[src/rtl/mips_instr_encoder_if.sv]
// Descriptor stream between an instruction source and the MIPS encoder.
//   in_valid/in_ready : valid/ready handshake
//   in_op             : mnemonic code (0 ADD .. 9 J, 10-15 illegal)
//   in_rs/rt/rd       : register fields
//   in_imm            : 16-bit immediate / branch offset
//   in_target         : 26-bit jump target
//   in_last           : final descriptor of a load session
// master = descriptor producer, slave = encoder.
interface mips_instr_encoder_if;
  logic        in_valid;
  logic        in_ready;
  logic [3:0]  in_op;
  logic [4:0]  in_rs;
  logic [4:0]  in_rt;
  logic [4:0]  in_rd;
  logic [15:0] in_imm;
  logic [25:0] in_target;
  logic        in_last;

  modport master (
    output in_valid, in_op, in_rs, in_rt, in_rd, in_imm, in_target, in_last,
    input  in_ready
  );

  modport slave (
    input  in_valid, in_op, in_rs, in_rt, in_rd, in_imm, in_target, in_last,
    output in_ready
  );
endinterface

[src/rtl/mips_instr_encoder.sv]
// MIPS instruction encoder and loader. Accepts mnemonic descriptors over a
// valid/ready stream, packs each into a 32-bit MIPS word and writes the words
// sequentially into instruction memory starting at BASE_ADDR.
//   clk, rst     : clock, synchronous active-high reset
//   start        : one-cycle pulse, (re)starts a load session
//   dif          : descriptor stream (slave side)
//   wr_en/addr/data : instruction-memory write port (one strobe per word)
//   count        : words written this session
//   busy / done  : session loading / session finished
//   full         : session ended because DEPTH words were written
//   err          : sticky, an illegal opcode was seen this session
module mips_instr_encoder #(
  parameter int ADDR_W    = 8,
  parameter int DEPTH     = 256,
  parameter int BASE_ADDR = 0
) (
  input  logic                clk,
  input  logic                rst,
  input  logic                start,
  mips_instr_encoder_if.slave dif,
  output logic                wr_en,
  output logic [ADDR_W-1:0]   wr_addr,
  output logic [31:0]         wr_data,
  output logic [ADDR_W:0]     count,
  output logic                busy,
  output logic                done,
  output logic                full,
  output logic                err
);

  typedef enum logic [1:0] {
    ST_IDLE = 2'd0,
    ST_LOAD = 2'd1,
    ST_DONE = 2'd2
  } state_t;

  localparam logic [ADDR_W:0]   DEPTH_C = (ADDR_W+1)'(DEPTH);
  localparam logic [ADDR_W-1:0] BASE_C  = ADDR_W'(BASE_ADDR);

  // Opcodes 10..15 carry no encoding.
  function automatic logic op_legal(input logic [3:0] op);
    return (op <= 4'd9);
  endfunction

  // Pack a descriptor into the word layout the control decoder consumes.
  function automatic logic [31:0] encode(
    input logic [3:0]  op,
    input logic [4:0]  rs,
    input logic [4:0]  rt,
    input logic [4:0]  rd,
    input logic [15:0] imm,
    input logic [25:0] target
  );
    logic [31:0] word_v;
    case (op)
      4'd0:    word_v = {6'b000000, rs, rt, rd, 5'b00000, 6'b100000};
      4'd1:    word_v = {6'b000000, rs, rt, rd, 5'b00000, 6'b100010};
      4'd2:    word_v = {6'b000000, rs, rt, rd, 5'b00000, 6'b100100};
      4'd3:    word_v = {6'b000000, rs, rt, rd, 5'b00000, 6'b100101};
      4'd4:    word_v = {6'b000000, rs, rt, rd, 5'b00000, 6'b101010};
      4'd5:    word_v = {6'b100011, rs, rt, imm};
      4'd6:    word_v = {6'b101011, rs, rt, imm};
      4'd7:    word_v = {6'b000100, rs, rt, imm};
      4'd8:    word_v = {6'b001000, rs, rt, imm};
      4'd9:    word_v = {6'b000010, target};
      default: word_v = 32'h0000_0000;
    endcase
    return word_v;
  endfunction

  state_t              state_r;
  logic [ADDR_W:0]     count_r;
  logic                wr_en_r;
  logic [ADDR_W-1:0]   wr_addr_r;
  logic [31:0]         wr_data_r;
  logic                busy_r;
  logic                done_r;
  logic                full_r;
  logic                err_r;

  logic                ready_s;
  logic                fire_s;
  logic                legal_s;
  logic                hit_depth_s;
  logic [ADDR_W:0]     next_count_s;
  logic [ADDR_W-1:0]   addr_s;

  // Descriptors in the start cycle are refused so a restart never mixes sessions.
  assign ready_s      = (state_r == ST_LOAD) && (count_r < DEPTH_C) && !start;
  assign fire_s       = dif.in_valid && ready_s;
  assign legal_s      = op_legal(dif.in_op);
  assign next_count_s = count_r + (ADDR_W+1)'(1);
  assign hit_depth_s  = legal_s && (next_count_s == DEPTH_C);
  // count never exceeds DEPTH <= 2^ADDR_W while writing, so the low bits suffice;
  // the add wraps naturally past the top of memory.
  assign addr_s       = BASE_C + count_r[ADDR_W-1:0];
  assign dif.in_ready = ready_s;

  // Session FSM, write port and status flags.
  always_ff @(posedge clk) begin
    if (rst) begin
      state_r   <= ST_IDLE;
      count_r   <= '0;
      wr_en_r   <= 1'b0;
      wr_addr_r <= '0;
      wr_data_r <= 32'h0000_0000;
      busy_r    <= 1'b0;
      done_r    <= 1'b0;
      full_r    <= 1'b0;
      err_r     <= 1'b0;
    end else begin
      wr_en_r <= 1'b0;
      if (start) begin
        state_r <= ST_LOAD;
        count_r <= '0;
        full_r  <= 1'b0;
        err_r   <= 1'b0;
        busy_r  <= 1'b1;
        done_r  <= 1'b0;
      end else if (fire_s) begin
        if (legal_s) begin
          wr_en_r   <= 1'b1;
          wr_addr_r <= addr_s;
          wr_data_r <= encode(dif.in_op, dif.in_rs, dif.in_rt, dif.in_rd,
                              dif.in_imm, dif.in_target);
          count_r   <= next_count_s;
        end else begin
          // Illegal descriptor is consumed without a write.
          err_r <= 1'b1;
        end
        if (hit_depth_s) begin
          full_r <= 1'b1;
        end else begin
          full_r <= full_r;
        end
        if (hit_depth_s || dif.in_last) begin
          state_r <= ST_DONE;
          busy_r  <= 1'b0;
          done_r  <= 1'b1;
        end else begin
          state_r <= state_r;
        end
      end else begin
        state_r <= state_r;
      end
    end
  end

  assign wr_en   = wr_en_r;
  assign wr_addr = wr_addr_r;
  assign wr_data = wr_data_r;
  assign count   = count_r;
  assign busy    = busy_r;
  assign done    = done_r;
  assign full    = full_r;
  assign err     = err_r;

endmodule

[src/flat_wrapper.sv]
// flat-port wrapper written by rule: the top's interface ports become plain ports
module mips_instr_encoder_flat 
#(
  parameter int ADDR_W    = 8,
  parameter int DEPTH     = 256,
  parameter int BASE_ADDR = 0
)
  (clk, rst, start, wr_en, wr_addr, wr_data, count, busy, done, full, err, dif_in_valid, dif_in_op, dif_in_rs, dif_in_rt, dif_in_rd, dif_in_imm, dif_in_target, dif_in_last, dif_in_ready);
  mips_instr_encoder_if dif_i ();
  input  logic clk;
  input  logic rst;
  input  logic start;
  output logic wr_en;
  output logic [ADDR_W-1:0] wr_addr;
  output logic [31:0] wr_data;
  output logic [ADDR_W:0] count;
  output logic busy;
  output logic done;
  output logic full;
  output logic err;
  input wire logic [$bits(dif_i.in_valid)-1:0] dif_in_valid;
  input wire logic [$bits(dif_i.in_op)-1:0] dif_in_op;
  input wire logic [$bits(dif_i.in_rs)-1:0] dif_in_rs;
  input wire logic [$bits(dif_i.in_rt)-1:0] dif_in_rt;
  input wire logic [$bits(dif_i.in_rd)-1:0] dif_in_rd;
  input wire logic [$bits(dif_i.in_imm)-1:0] dif_in_imm;
  input wire logic [$bits(dif_i.in_target)-1:0] dif_in_target;
  input wire logic [$bits(dif_i.in_last)-1:0] dif_in_last;
  output wire logic [$bits(dif_i.in_ready)-1:0] dif_in_ready;
  assign dif_i.in_valid = dif_in_valid;
  assign dif_i.in_op = dif_in_op;
  assign dif_i.in_rs = dif_in_rs;
  assign dif_i.in_rt = dif_in_rt;
  assign dif_i.in_rd = dif_in_rd;
  assign dif_i.in_imm = dif_in_imm;
  assign dif_i.in_target = dif_in_target;
  assign dif_i.in_last = dif_in_last;
  assign dif_in_ready = dif_i.in_ready;
  mips_instr_encoder #(.ADDR_W(ADDR_W), .DEPTH(DEPTH), .BASE_ADDR(BASE_ADDR)) u_core (.clk(clk), .rst(rst), .start(start), .dif(dif_i), .wr_en(wr_en), .wr_addr(wr_addr), .wr_data(wr_data), .count(count), .busy(busy), .done(done), .full(full), .err(err));
endmodule
[config.mk]
export PLATFORM = sky130hd
export DESIGN_NAME = mips_instr_encoder_flat
export DESIGN_NICKNAME = d
export VERILOG_FILES = /design/src/rtl/mips_instr_encoder_if.sv /design/src/rtl/mips_instr_encoder.sv /design/src/flat_wrapper.sv
export SDC_FILE = /design/constraint.sdc
export NUM_CORES = 1
export LEC_CHECK = 0
export ABC_CLOCK_PERIOD_IN_PS = 3900
export BUFFER_PORTS_ARGS = -buffer_cell sky130_fd_sc_hd__clkbuf_2
export CAP_MARGIN = 10
export CORE_UTILIZATION = 52
export CTS_BUF_LIST = sky130_fd_sc_hd__clkbuf_4 sky130_fd_sc_hd__clkbuf_8
export DETAILED_ROUTE_END_ITERATION = 16
export PLACE_DENSITY = 0.87
export SYNTH_ARGS = -nofsm -noshare
export SYNTH_HDL_FRONTEND = slang
export SYNTH_SLANG_ARGS = --single-unit
[constraint.sdc]
create_clock -name clk -period 3.9 [get_ports clk]
set_input_delay 0.78 -clock clk [delete_from_list [all_inputs] [get_ports clk]]
set_output_delay 0.78 -clock clk [all_outputs]
set_load 0.01 [all_outputs]
==> impl_metrics.ini, run 1 <==
[logic_synthesis]
synthMuxAreaShare = 0.01382
synth_top_family_by_area = simple AND/OR/NAND/NOR gates
synthTopCellsByArea = dfxtp_1, nor2_1, a221oi_1
yosysWarnings = 0
synthArstFlopShare = 0
synth.top_cell.area_share = 0.3966
syn-num-nets = 368
synth-main-ff-cell = dfxtp_1
syn_area_um2 = 2625
synth_compound_area_frac = 0.2202
yosysSeqAreaShare = 0.3966
synthXorXnorAreaFrac = 0.03003
synth.top_cells.by_count = dfxtp_1, nor2_1, nand2_1
synth_fa_ha_area_frac = 0.009533
synth-simple-area-share = 0.2297
synthCells = 300
synth-seq-cells = 52
synth_cell_types = 58
synth_edf_count = 0
yosysMostFrequentCell = dfxtp_1
syn_avg_cell_area_um2 = 8.750
yosysTopAreaCell = dfxtp_1

[global_routing]
grt_pass1_wl_mm = 10.52
overflow = 0
grt_pass1_vias = 2308
grt_antenna_before_repair = 0
grt_max_degree = 41
grt_use_total = 0.2495

[die]
std_cell_rows = 25
fp.dieW_um = 73.05
ios = 121
dieArea_um2 = 5336
start_util = 0.5485
die_h_um = 73.05
core-area_um2 = 4786

[detailed_routing]
wl_met2_mm = 3.352
route.final.wire_length_mm = 6.558
drtPass1Iterations = 5
num_vias = 2631
drt_iter0_drc = 190
routed_via_density = 5.646
met3_length_um = 417
wl_met1_mm = 2.727
antenna_left = 0
top_layer_used = met4
routedWlPerCell_um = 14.07
drcViolationCount = 0

[hold_path]
hp-class = flip-flop to flip-flop
min_from = u_core.full
hold_depth = 2
hold_end = u_core.full

[power_and_ir_drop]
p_seq_frac = 0.546
p_switching_mw = 0.2434
p_comb_frac = 0.137
vdd_drop_max_v = 0.0001602
swShare = 0.2426
intPower_mw = 0.7599
cellLeakagePower_nw = 1.382
clockPowerShare = 0.317
powerDensity_nw_per_um2 = 315.8

[place]
port_buffers = 119
placed_area_um2 = 3080
routabilityCongestion = 0.7769
dp_hpwl_mm = 4.811

[cts]
clk_latency_ns = 0.29
clkSinkCount = 52
cts_setup_buffers = 0
cts.repair.resized = 0
clk_path_buf_depth = 2
path_clk_slew_ns = 0.09
hold_buffers = 0
cts_tree = built
clockRootBuffer = clkbuf_8
numCtsBuffers = 5
h-tree-depth = 2

[worst_setup_path]
cp.arrival_ns = 2.71
r2r_end = u_core.wr_data[2]
rr_worst_depth = 5
regToRegStartpoint = u_core.count[8]
cp_max_fo = 32
r2r_slack_ns = 1.70
cp-end-kind = flip-flop
cp.required_ns = 4.10
startpoint_type = input port
critical_path_class = input port to flip-flop

[timing]
rsz0062_at_grt = no
min_period_over_period = 0.6435
min_period_ns = 2.510
finalClockSkew_ns = 0.004955
drv_slew = 0
relSlewSlack = 0.4848
worst_pin_slew_ns = 0.7728
finalHoldViolations = 0
finalSetupViolCount = 0
max_clock_freq_ghz = 0.3985
tns_ns = 0

[cells_and_area]
area_growth_pct = 21.02
fillers = 421
fin_area_um2 = 3177
n_antenna_cell = 0
fin_nets = 467
post-route-util = 0.6638
drive_above_1_share = 0.3634

[outcome]
status = complete, no violations

[run]
drv_cap = 0
==> registers in the layout, summed over array words and instances, names as in the netlist <==
register        flops
u_core.busy         1
u_core.count        9
u_core.err          1
u_core.full         1
u_core.state_r      1
u_core.wr_addr      8
u_core.wr_data     30
u_core.wr_en        1
==> cell families after synthesis <==
family / after synthesis
adder cells (fa/ha/maj): 2
flip-flops: 52
AND/OR/NAND/NOR: 124
multiplexers: 3
buffers and inverters: 34
XOR/XNOR: 9
other: 1
AO/OA/AOI/OAI: 75
==> routing by layer <==
layer  vias up  GRT usage
li1       1289          -
met5         -          0
met3         6    0.04420
met2       104     0.4403
met4         0    0.06536
met1      1232     0.3118
==> through the flow <==
stage | worst slack (ns) | hold slack, ns | std cells | total power [mW]
detailed placement | 1.085 | 0.4381 | 459 | 0.6965
finish | 1.390 | 0.4516 | 466 | 1.003
global route | 1.261 | 0.4946 | 466 | 1.045
global placement | 1.186 | 0.4332 | 459 | 0.6930
floorplan | 1.831 | 0.4670 | 300 | 0.6484
CTS | 1.403 | 0.4510 | 466 | 1.010
==> critical path, stage by stage <==
cell and delay, ns:
clkbuf_2 0.17, o21ai_0 0.44, and3_2 0.67, buf_4 0.34, nor2_1 0.06, a311oi_1 0.24
==> cell usage in the layout (no fill, tap or decap), types with 3 or more instances in the layout <==
master / instances
clkbuf_8: 7
nor2_1: 48
and3_1: 3
inv_1: 5
nand2_1: 28
clkbuf_2: 119
a211oi_1: 7
dfxtp_1: 52
a31oi_1: 3
nor3_1: 23
a32o_1: 6
nand3_1: 5
a221oi_1: 17
a222oi_1: 5
xor2_1: 6
o21ai_0: 4
xnor2_1: 3
a21oi_1: 18
==> worst max path at each step <==
stage	start	to	depth (start not counted)
after floorplan	dif_in_op[2]	u_core.wr_data[12]	7
after global placement	dif_in_op[1]	u_core.wr_data[2]	6
after detailed placement	dif_in_op[1]	u_core.wr_data[2]	6
after CTS	dif_in_op[1]	u_core.wr_data[2]	6
after global routing	dif_in_op[1]	u_core.wr_data[2]	6
final	dif_in_op[2]	u_core.wr_data[2]	6
==> area by class of cell <==
type	count	area, um2	area share
tap	67	83.83	0.02639
clock buffer	7	96.34	0.03033
multi-input combinational	214	1326	0.4175
inverter	5	18.77	0.005908
timing repair buffer	121	610.6	0.1922
sequential	52	1041	0.3277
==> power groups by stage <==
stage	clock network [mW]	logic [mW]	registers, mW
finish	0.318	0.137	0.548
global route	0.344	0.152	0.549
CTS	0.326	0.137	0.548
detailed placement	0	0.136	0.560
global placement	0	0.133	0.560
floorplan	0	0.0837	0.565
Note: power is estimated with default switching activity, not from simulation.
==> run 2: changes to the inputs <==
- ABC_CLOCK_PERIOD_IN_PS: 3900 -> 2250
- CORE_UTILIZATION: 52 -> 44
- PLACE_DENSITY: 0.87 -> 0.78
- clock period: 3.9 -> 2.25 ns (I/O delays scaled with it)
==> impl_metrics.ini, run 2 (synthesis gave the netlist of run 1 again) <==
[outcome]
status = complete, no violations

[cells_and_area]
area_growth_pct = 26.69
n_antenna_cell = 0
multi_input_area_um2 = 1326
final-seq-area_um2 = 1041
fin_area_um2 = 3326
fillers = 508
most-common-layout-cells = clkbuf_2, dfxtp_1, nor2_1, nand2_1, nor3_1
fin_nets = 476
drive_above_1_share = 0.3790
largest_register_ffs = 30
final_common_cell = clkbuf_2

[die]
die_h_um = 79.24
start_util = 0.4653
fp.dieW_um = 79.24
core-area_um2 = 5642
ios = 121
std_cell_rows = 27
dieArea_um2 = 6279

[detailed_routing]
routedWlPerCell_um = 14.02
drcViolationCount = 0
route.final.wire_length_mm = 6.743
antenna_left = 0
routed_via_density = 5.478
num_vias = 2635
drt_iter0_drc = 163
drtPass1Iterations = 4

[worst_setup_path]
startpoint_type = flip-flop
cp_max_fo = 7
cp_top_family = compound AO/OA/AOI/OAI gates
slowest_stage = dfxtp_1
critical_path_class = flip-flop to flip-flop
cp.required_ns = 2.43
crit_buf_inv = 0
crit_chain = ha_1, nand3_1, o21a_1, o211a_1, o211ai_1, a31oi_1
critPathMaxStageDelay_ns = 0.50
cp-end-kind = flip-flop
cp.arrival_ns = 2.10

[timing]
min_period_over_period = 0.8500
tns_ns = 0
min_period_ns = 1.913
finalClockSkew_ns = 0.007445
max_clock_freq_ghz = 0.5229
finalSetupViolCount = 0
rsz0062_at_grt = no
drv_slew = 0
finalHoldViolations = 0
relSlewSlack = 0.6443
worst_pin_slew_ns = 0.5336

[place]
dp_hpwl_mm = 4.890
port_buffers = 119
routabilityCongestion = 0.7978
placed_area_um2 = 3167

[cts]
cts.repair.resized = 0
clkSinkCount = 52
clockRootBuffer = clkbuf_8
cts_setup_buffers = 0
hold_buffers = 0
clk_latency_ns = 0.30
h-tree-depth = 2
cts_tree = built
path_clk_slew_ns = 0.10
numCtsBuffers = 5
clk_path_buf_depth = 2

[global_routing]
grt_pass1_wl_mm = 11.05
grt_pass1_vias = 2350
grt_max_degree = 40
grt_use_total = 0.2206
overflow = 0
grt_antenna_before_repair = 0

[power_and_ir_drop]
total_power_mw = 2.062
vdd_drop_max_v = 0.0003170
cellLeakagePower_nw = 1.457
powerDensity_nw_per_um2 = 620.0

[run]
drv_cap = 0

[hold_path]
hp-class = input port to flip-flop
==> run 2: per-stage QoR <==
| stage | util | std cells | hold WS (ns) | setup WS, ns |
|---|---|---|---|---|
| after global routing | 0.5895 | 481 | 0.4548 | 0.1769 |
| after floorplan | - | 300 | 0.4670 | 0.5112 |
| final | 0.5895 | 481 | 0.4361 | 0.3374 |
| after CTS | 0.5895 | 481 | 0.4326 | 0.3288 |
| after detailed placement | 0.5613 | 473 | 0.4418 | 0.2540 |
| after global placement | 0.5613 | 473 | 0.4380 | 0.2541 |
==> run 2: final timing paths <==
| kind | startpoint | endpoint | slack [ns] | cells after the start |
|---|---|---|---|---|
| setup / recovery | u_core.count[0] | u_core.state_r[1] | 0.34 | 6 |
| hold / removal | dif_in_target[18] | u_core.wr_data[18] | 0.44 | 3 |
| hold reg to reg | u_core.full | u_core.full | 0.45 | 2 |
| setup reg to reg | u_core.count[0] | u_core.state_r[1] | 0.34 | 6 |
==> run 2: per-layer routing <==
| metal | GRT usage | up-vias | part of all wire |
|---|---|---|---|
| li1 | - | 1301 | - |
| met1 | 0.2819 | 1217 | 0.45 |
| met2 | 0.3698 | 109 | 0.46 |
| met3 | 0.04828 | 8 | 0.067 |
| met4 | 0.06545 | 0 | 0.014 |
| met5 | 0 | - | 0 |
==> run 2: final cells by class <==
class                      count  share of cell area
multi-input combinational    214              0.3988
sequential                    52              0.3130
tap                           72             0.02709
clock inverter                 3             0.02709
timing repair buffer         130              0.2077
clock buffer                   5             0.02069
inverter                       5            0.005643
==> run 2: worst reg2reg max path: stages, from the launching register on <==
cell,delay [ns]
dfxtp_1,0.50
ha_1,0.26
nand3_1,0.21
o21a_1,0.23
o211a_1,0.20
o211ai_1,0.27
a31oi_1,0.12
==> run 2: power breakdown <==
group	leakage (nW)	internal [mW]	total (mW)	switching [mW]
Clock	0.0784	0.556	0.861	0.305
Sequential	0.421	0.939	0.949	0.0108
Combinational	0.958	0.114	0.252	0.138
Total	1.46	1.61	2.06	0.453
